==> src/rtl/uar_dp_pkg.sv <==
// Shared definitions for the UART receive datapath: the receive state
// encodings used by the paired state machine, counter limits, and a helper
// that classifies the three state-machine strobes.
package uar_dp_pkg;

    // One-hot encodings of the receive state machine that drives this datapath.
    typedef enum logic [3:0] {
        IDLE         = 4'b0001,
        START_BIT_ST = 4'b0010,
        DATA_BITS_ST = 4'b0100,
        STOP_BIT_ST  = 4'b1000
    } uar_state_e;

    // shift_count value once the eighth data bit has been taken.
    localparam logic [3:0] SHIFT_LAST       = 4'd9;
    // count_sample value at which the state machine leaves the stop state.
    localparam logic [3:0] STOP_EXIT        = 4'd9;
    // Default mid-bit sampling position of the 16x counter.
    localparam logic [3:0] SAMPLE_POINT_DEF = 4'd7;

    // What the datapath should do this cycle, derived from the strobes.
    typedef enum logic [2:0] {
        MODE_IDLE,
        MODE_START,
        MODE_DATA,
        MODE_STOP,
        MODE_ILLEGAL
    } rx_mode_e;

    // Exactly one strobe selects a phase; none is idle; several is illegal.
    function automatic rx_mode_e decode_mode(input logic start_bit,
                                             input logic data_bits,
                                             input logic stop_bit);
        case ({start_bit, data_bits, stop_bit})
            3'b000:  return MODE_IDLE;
            3'b100:  return MODE_START;
            3'b010:  return MODE_DATA;
            3'b001:  return MODE_STOP;
            default: return MODE_ILLEGAL;
        endcase
    endfunction

endpackage

==> src/rtl/uar_sync.sv <==
// Multi-flop synchroniser for the asynchronous serial line, plus a one-cycle
// delayed copy and a falling-edge flag. Every flop resets to the idle-high
// line level so no spurious edge appears when reset is released.
module uar_sync #(
    parameter int STAGES = 2              // minimum 2
) (
    input  logic clk,
    input  logic rst,
    input  logic din,
    output logic sync,
    output logic fall
);

    logic [STAGES-1:0] stages;
    logic              prev;

    // Shift the raw line through the synchroniser and keep the previous value.
    // NOTE: non-blocking assignments so every stage samples the value its
    // predecessor held before this edge; blocking would collapse the chain.
    always_ff @(posedge clk or posedge rst) begin
        if (rst) begin
            stages <= '1;
            prev   <= 1'b1;
        end else begin
            stages <= {stages[STAGES-2:0], din};
            prev   <= stages[STAGES-1];
        end
    end

    assign sync = stages[STAGES-1];
    assign fall = prev & ~sync;

endmodule

==> src/rtl/uar_dp.sv <==
// UART receive datapath. Synchronises the line, flags the start edge while
// idle, runs the 16x sample counter and the bit counter under control of the
// external state machine, assembles the byte LSB-first and reports either a
// good byte (rx_valid) or a framing error (frame_err) for one cycle.
module uar_dp
    import uar_dp_pkg::*;
#(
    parameter logic [3:0] SAMPLE_POINT = SAMPLE_POINT_DEF,  // legal 0..8
    parameter int         SYNC_STAGES  = 2                  // minimum 2
) (
    input  logic       clk_16x,
    input  logic       rst_p,
    input  logic       rx_in,
    input  logic       start_bit_sig,
    input  logic       data_bits_sig,
    input  logic       stop_bit_sig,
    output logic       din_rdy,
    output logic [3:0] shift_count,
    output logic [3:0] count_sample,
    output logic [7:0] rx_data,
    output logic       rx_valid,
    output logic       frame_err
);

    logic       rx_sync;
    logic       rx_fall;
    logic [7:0] shift_reg;
    logic       start_err;
    rx_mode_e   mode;
    logic       at_sample;
    logic       take_data;

    uar_sync #(
        .STAGES (SYNC_STAGES)
    ) u_sync (
        .clk  (clk_16x),
        .rst  (rst_p),
        .din  (rx_in),
        .sync (rx_sync),
        .fall (rx_fall)
    );

    assign mode      = decode_mode(start_bit_sig, data_bits_sig, stop_bit_sig);
    assign at_sample = (count_sample == SAMPLE_POINT);
    // A data bit is taken once per bit time until all eight are in.
    assign take_data = (mode == MODE_DATA) && at_sample && (shift_count < SHIFT_LAST);

    // Start edge is only meaningful while the state machine is idle.
    assign din_rdy = (mode == MODE_IDLE) && rx_fall;

    // Sample counter, bit counter and start-bit error flag.
    always_ff @(posedge clk_16x or posedge rst_p) begin
        if (rst_p) begin
            count_sample <= 4'd0;
            shift_count  <= 4'd0;
            start_err    <= 1'b0;
        end else begin
            case (mode)
                MODE_START: begin
                    count_sample <= count_sample + 4'd1;
                    // Advance unconditionally so the state machine never
                    // stalls on a false start; the error surfaces at the stop.
                    if (at_sample) begin
                        shift_count <= 4'd1;
                        start_err   <= rx_sync;
                    end
                end
                MODE_DATA: begin
                    // Restart the count after the last data bit so the stop
                    // phase begins at zero.
                    if (shift_count == SHIFT_LAST)
                        count_sample <= 4'd0;
                    else
                        count_sample <= count_sample + 4'd1;
                    if (take_data)
                        shift_count <= shift_count + 4'd1;
                end
                MODE_STOP: begin
                    count_sample <= count_sample + 4'd1;
                end
                default: begin
                    // Idle or conflicting strobes: park both counters.
                    count_sample <= 4'd0;
                    shift_count  <= 4'd0;
                    start_err    <= 1'b0;
                end
            endcase
        end
    end

    // Assemble the byte LSB-first: each new bit enters at the top.
    // NOTE: the shift register is reset even though its contents are only
    // consumed after eight fresh bits; it is small and a defined value keeps
    // simulation free of X on an aborted frame.
    always_ff @(posedge clk_16x or posedge rst_p) begin
        if (rst_p)
            shift_reg <= 8'h00;
        else if (take_data)
            shift_reg <= {rx_sync, shift_reg[7:1]};
    end

    // Judge the stop bit and publish either the byte or a framing error.
    always_ff @(posedge clk_16x or posedge rst_p) begin
        if (rst_p) begin
            rx_data   <= 8'h00;
            rx_valid  <= 1'b0;
            frame_err <= 1'b0;
        end else begin
            rx_valid  <= 1'b0;
            frame_err <= 1'b0;
            if ((mode == MODE_STOP) && at_sample) begin
                if (rx_sync && !start_err) begin
                    rx_data  <= shift_reg;
                    rx_valid <= 1'b1;
                end else begin
                    frame_err <= 1'b1;
                end
            end
        end
    end

endmodule

==> config.mk <==
export PLATFORM = sky130hd
export DESIGN_NAME = uar_dp
export DESIGN_NICKNAME = d
export VERILOG_FILES = /design/src/rtl/uar_dp_pkg.sv /design/src/rtl/uar_sync.sv /design/src/rtl/uar_dp.sv
export SDC_FILE = /design/constraint.sdc
export NUM_CORES = 1
export LEC_CHECK = 0
export CAP_MARGIN = 0
export CORE_ASPECT_RATIO = 1.2
export CORE_MARGIN = 10
export CORE_UTILIZATION = 35
export CTS_CLUSTER_SIZE = 14
export DETAILED_ROUTE_END_ITERATION = 10
export MAX_ROUTING_LAYER = met4
export PLACE_DENSITY_LB_ADDON = 0.3
export SKIP_CTS_REPAIR_TIMING = 1
export SLEW_MARGIN = 10
export SYNTH_ARGS = -nofsm -noshare
export SYNTH_HDL_FRONTEND = slang
export SYNTH_SLANG_ARGS = --single-unit
==> constraint.sdc <==
create_clock -name clk_16x -period 1.47 [get_ports clk_16x]
set_input_delay 0.294 -clock clk_16x [delete_from_list [all_inputs] [get_ports clk_16x]]
set_output_delay 0.294 -clock clk_16x [all_outputs]
set_load 0.01 [all_outputs]
After elaboration in Yosys (flattened, before gate mapping)
Cells that the tools add are included.
{"block": "op_classes", "n_addsub": 2, "n_lt_le_gt_ge": 1, "div": 0, "reduce_logical": 13, "n_shift": 0, "multipliers": 0, "n_eq_ne": 10, "n_mux": 12, "n_bitwise": 4}
{"cell": "$mux 4", "count": 3}
{"cell": "$pmux 3 s4", "count": 1}
{"cell": "$pmux 4 s3", "count": 1}
{"cell": "$eq 3x2->1 const B", "count": 3}
{"cell": "$add 4x1->4 const B", "count": 2}
{"cell": "$pmux 4 s2", "count": 1}
{"cell": "$eq 3x1->1 const B", "count": 2}
{"cell": "$logic_not 3->1", "count": 2}
{"cell": "$logic_and 1x1->1", "count": 5}
{"cell": "$mux 1", "count": 5}
{"cell": "$eq 4x3->1 const B", "count": 1}
{"cell": "$eq 4x4->1 const B", "count": 1}
{"cell": "$lt 4x4->1 const B", "count": 1}
{"cell": "$ne 2x2->1 const B", "count": 2}
{"cell": "$reduce_and 2->1", "count": 2}
{"cell": "$reduce_or 2->1", "count": 2}
{"cell": "$eq 3x3->1 const B", "count": 1}
{"cell": "$not 1->1", "count": 3}
{"cell": "$reduce_and 3->1", "count": 1}
{"cell": "$pmux 1 s2", "count": 1}
{"cell": "$and 1x1->1", "count": 1}
{"cell": "$logic_not 1->1", "count": 1}
{"block": "totals", "memories": 0, "mem_bits_ro": 0, "output_inout_bits": 19, "ram_bits": 0, "input_bits": 6, "latchBits": 0, "register_bits": 30}

Longest topological paths before layout
{"block": "logic_depth", "depth_word": 7, "ltp_mapped": 6, "depth_no_buf": 6}

Cells and area by module
Synthesis repeated with hierarchy kept, for this count alone.
{"block": "hier_totals", "hier_cells": 110, "hier_area_um2": 1388.8}
{"mod": "uar_dp", "area_each_um2": 1292.5, "n_inst": 1, "cells_each": 105}
{"mod": "uar_sync", "area_each_um2": 96.3, "n_inst": 1, "cells_each": 5}

Least setup slack after synthesis
OpenSTA, ideal clock, no wires.
{"block": "synth_timing", "kind": "flip-flop to flip-flop", "from": "reg count_sample[0]", "to": "reg shift_reg[0]", "t_required_ns": 1.345, "stages_incl_launch_ff": 6, "path_buffers": 0, "setup_time_ns": 0.125, "arrival_ns": 1.572, "setup_slack_ns": -0.226, "path_cell_list": "dfrtp_1 ha_1 nand3b_1 a21o_1 nor2_2 mux2_2"}
{"block": "synth_via", "elab_chain_len": 3}
{"element": "from (decl)", "line": "uar_dp.sv:19", "rtl": "output logic [3:0] count_sample,"}
{"element": "from (signal assigned)", "line": "uar_dp.sv:60", "rtl": "count_sample <= count_sample + 4'd1;"}
{"element": "from (signal assigned)", "line": "uar_dp.sv:74", "rtl": "count_sample <= count_sample + 4'd1;"}
{"element": "from (signal assigned)", "line": "uar_dp.sv:79", "rtl": "count_sample <= count_sample + 4'd1;"}
{"element": "$eq 4x3->1", "line": "uar_dp.sv:44", "rtl": "assign at_sample = (count_sample == SAMPLE_POINT);"}
{"element": "$logic_and 1x1->1 (2 in a row)", "line": "uar_dp.sv:46", "rtl": "assign take_data = (mode == MODE_DATA) && at_sample && (shift_count < SHIFT_LAST);"}
{"element": "to (signal assigned)", "line": "uar_dp.sv:99", "rtl": "shift_reg <= {rx_sync, shift_reg[7:1]};"}
{"element": "to (decl)", "line": "uar_dp.sv:27", "rtl": "logic [7:0] shift_reg;"}
No other way between the ends.
A chain may end at the register's enable or synchronous reset.

Worst setup path after layout
{"block": "layout_timing", "from": "reg count_sample[1]", "to": "reg shift_reg[2]"}
The elaborated chain is that of the path after synthesis.

==> results.ini <==
[route]
vias=949
dr.pass1.iters=2
detail-route-antenna-nets=0
drt_iter0_drc=15
wl_per_cell_um=14.2
wirelength_um=2950
route.detailed.drc=0
vias_per_cell=4.58

[logic_synthesis]
syn_inst=99
yosysUniqueCellTypes=31
async_flop_share_pct=100
synth-main-ff-cell=dfrtp_1
synth_edf_count=0
yosys_warnings=0
synth_nets=109
netlist_area_mm2=0.00132
yosysSeqAreaShare_pct=57.4
syn_avg_cell_area_um2=13.3
synthTopCellsByArea=dfrtp_1 51%, mux2_2 13%, dfstp_2 6.0%
yosysMostFrequentCell=dfrtp_1
ys_seq_elements=30
synth.top_cell.area_share_pct=51.4
yosysTopAreaCell=dfrtp_1
yosys-top-cells-count=27 x dfrtp_1, 15 x mux2_2, 8 x nor2_1, 5 x inv_1

[grt]
grt-ovfl-total=0
grt_pass1_vias=1009
antenna_found_initial=0
gr-usage-all-layers_pct=8.99
grt_pass1_wl_um=4650
grt_max_degree=31

[power_and_ir_drop]
vdd_drop_max_mv=0.648
leakage_nw=1.29
finalPower_w=0.00186
power.density_mw_per_mm2=884

[sta]
worst_slack_ns=-0.122
relSlewSlack_pct=65.2
finalCritPeriodShare_pct=108
rsz0062_at_grt=yes
finalHoldViolCount=0
finalSetupViolCount=18
period_minus_slack_ns=1.59
skew_ns=0.00661
fmax_ghz=0.628
worst_pin_slew_ns=0.521
maxSlewViolCount=0

[job]
drv_cap=0

[floorplanning]
dieArea_mm2=0.00662
row_count=24
initial_core_util_pct=36.2
dieHeight_um=87.1
core_area_mm2=0.00363
die_w_um=76.0
ios=25

[place]
io_buffers=24
hpwlAfterDp_um=2010
pre_cts_ws_ns=-0.570
placed_cell_area_mm2=0.00181
gp_congestion=0.754

[setup_path]
slowest_delay_ns=0.39
cp_cell_sequence=ha_4 -> nand3b_1 -> a21o_1 -> nor2_4 -> buf_12 -> mux2_4
crit_arrival_ns=1.75
crit_required_ns=1.63
crit_path_top_delay_cell=dfrtp_1
cp_max_fo=8
cpLargestDelayFamily=flip-flops
crit_path_end_kind=register
path_class=register to register
cp-start-kind=register
cp_num_buf_inv=1

[clocking]
clkTransAtPathRegs_ns=0.06
cts_max_level=2
cts_tree=yes
clock_latency_ns=0.28
cts_sinks=30
cts_root_buffer=clkbuf_8
cts_buffer_depth=2
numCtsBuffers=5

[hold_path]
hold_path.class=input pin to async pin

[cells_and_area]
drive_above_1_share_pct=43.2
fin_area_mm2=0.00210
finalNetCount=165
antenna_cells=0
area_growth_pct=60.0

[outcome]
violations=negative setup slack
status=complete, but fails checks

[report_power, final]
group | total (W) | leakage [nW] | internal [W] | switching [W]
Sequential | 0.000854 | 0.405 | 0.000844 | 0.0000104
Combinational | 0.000175 | 0.832 | 0.0000925 | 0.0000824
Clock | 0.000832 | 0.0573 | 0.000541 | 0.000290
Total | 0.00186 | 1.29 | 0.00148 | 0.000383
[kinds of logic after synthesis]
family	count (synthesis)	synth area share [%]
xor+xnor	3	2.00
flops	30	57.4
mux	16	13.7
buf+inv	7	2.85
compound gates	12	6.85
simple gates	27	13.4
fa+ha+maj	4	3.81
[routing by layer]
metal	vias up	track usage [%]	part of all wire (%)
li1	460	-	-
met1	466	9.55	45
met2	19	14.6	50
met3	4	3.82	3.9
met4	0	3.62	0.78
met5	-	-	0
[worst min-delay path, stage by stage]
cell and delay (ns):
clkdlybuf4s50_1 0.39, inv_1 0.09, buf_12 0.20
[worst paths after layout]
kind | to | startpoint | cells past startpoint | slack (ns)
max in group asynchronous | u_sync.stages[1]$_DFF_PP1_ | rst_p | 3 | 0.88
worst min-delay path | count_sample[0]$_DFF_PP0_ | rst_p | 3 | 0.34
min in group clk_16x | u_sync.stages[1]$_DFF_PP1_ | u_sync.stages[0]$_DFF_PP1_ | 0 | 0.36
worst max-delay path | shift_reg[2]$_DFFE_PP0P_ | count_sample[1]$_DFF_PP0_ | 6 | -0.12
worst min register to register | u_sync.stages[1]$_DFF_PP1_ | u_sync.stages[0]$_DFF_PP1_ | 0 | 0.36
worst max register to register | shift_reg[2]$_DFFE_PP0P_ | count_sample[1]$_DFF_PP0_ | 6 | -0.12
[stage by stage]
stage               cells  TNS [ns]  hold slack [ns]  util (%)
detailed placement    197    -10.91            0.348      49.7
CTS                   204     -5.65            0.343      52.8
finish                207     -1.56            0.344      57.9
floorplan              99     -1.88            0.298         -
global route          207     -3.04            0.358      57.9
global placement      197    -10.49            0.346      49.7
[final cells by class]
type | instances | area (um^2)
well taps | 52 | 65.1
multi-input cells | 62 | 632
repair buffers | 51 | 520
clock inverters | 1 | 30.0
flip-flops and latches | 30 | 756
inverters | 5 | 18.8
fillers | 295 | 1530
clock buffers | 6 | 82.6
[cells in the final DEF, fill, tap and decap left out, drive strengths merged, types with 3 or more instances in the layout]
cell            n
dfrtp          27
buf            27
dlymetal6s2s   20
mux2           16
nor2            9
clkbuf          7
nor3b           5
inv             5
a21oi           4
ha              4
nand3b          3
nand2b          3
clkdlybuf4s50   3
dfstp           3
No activity file was read; power rests on OpenSTA's default activity.
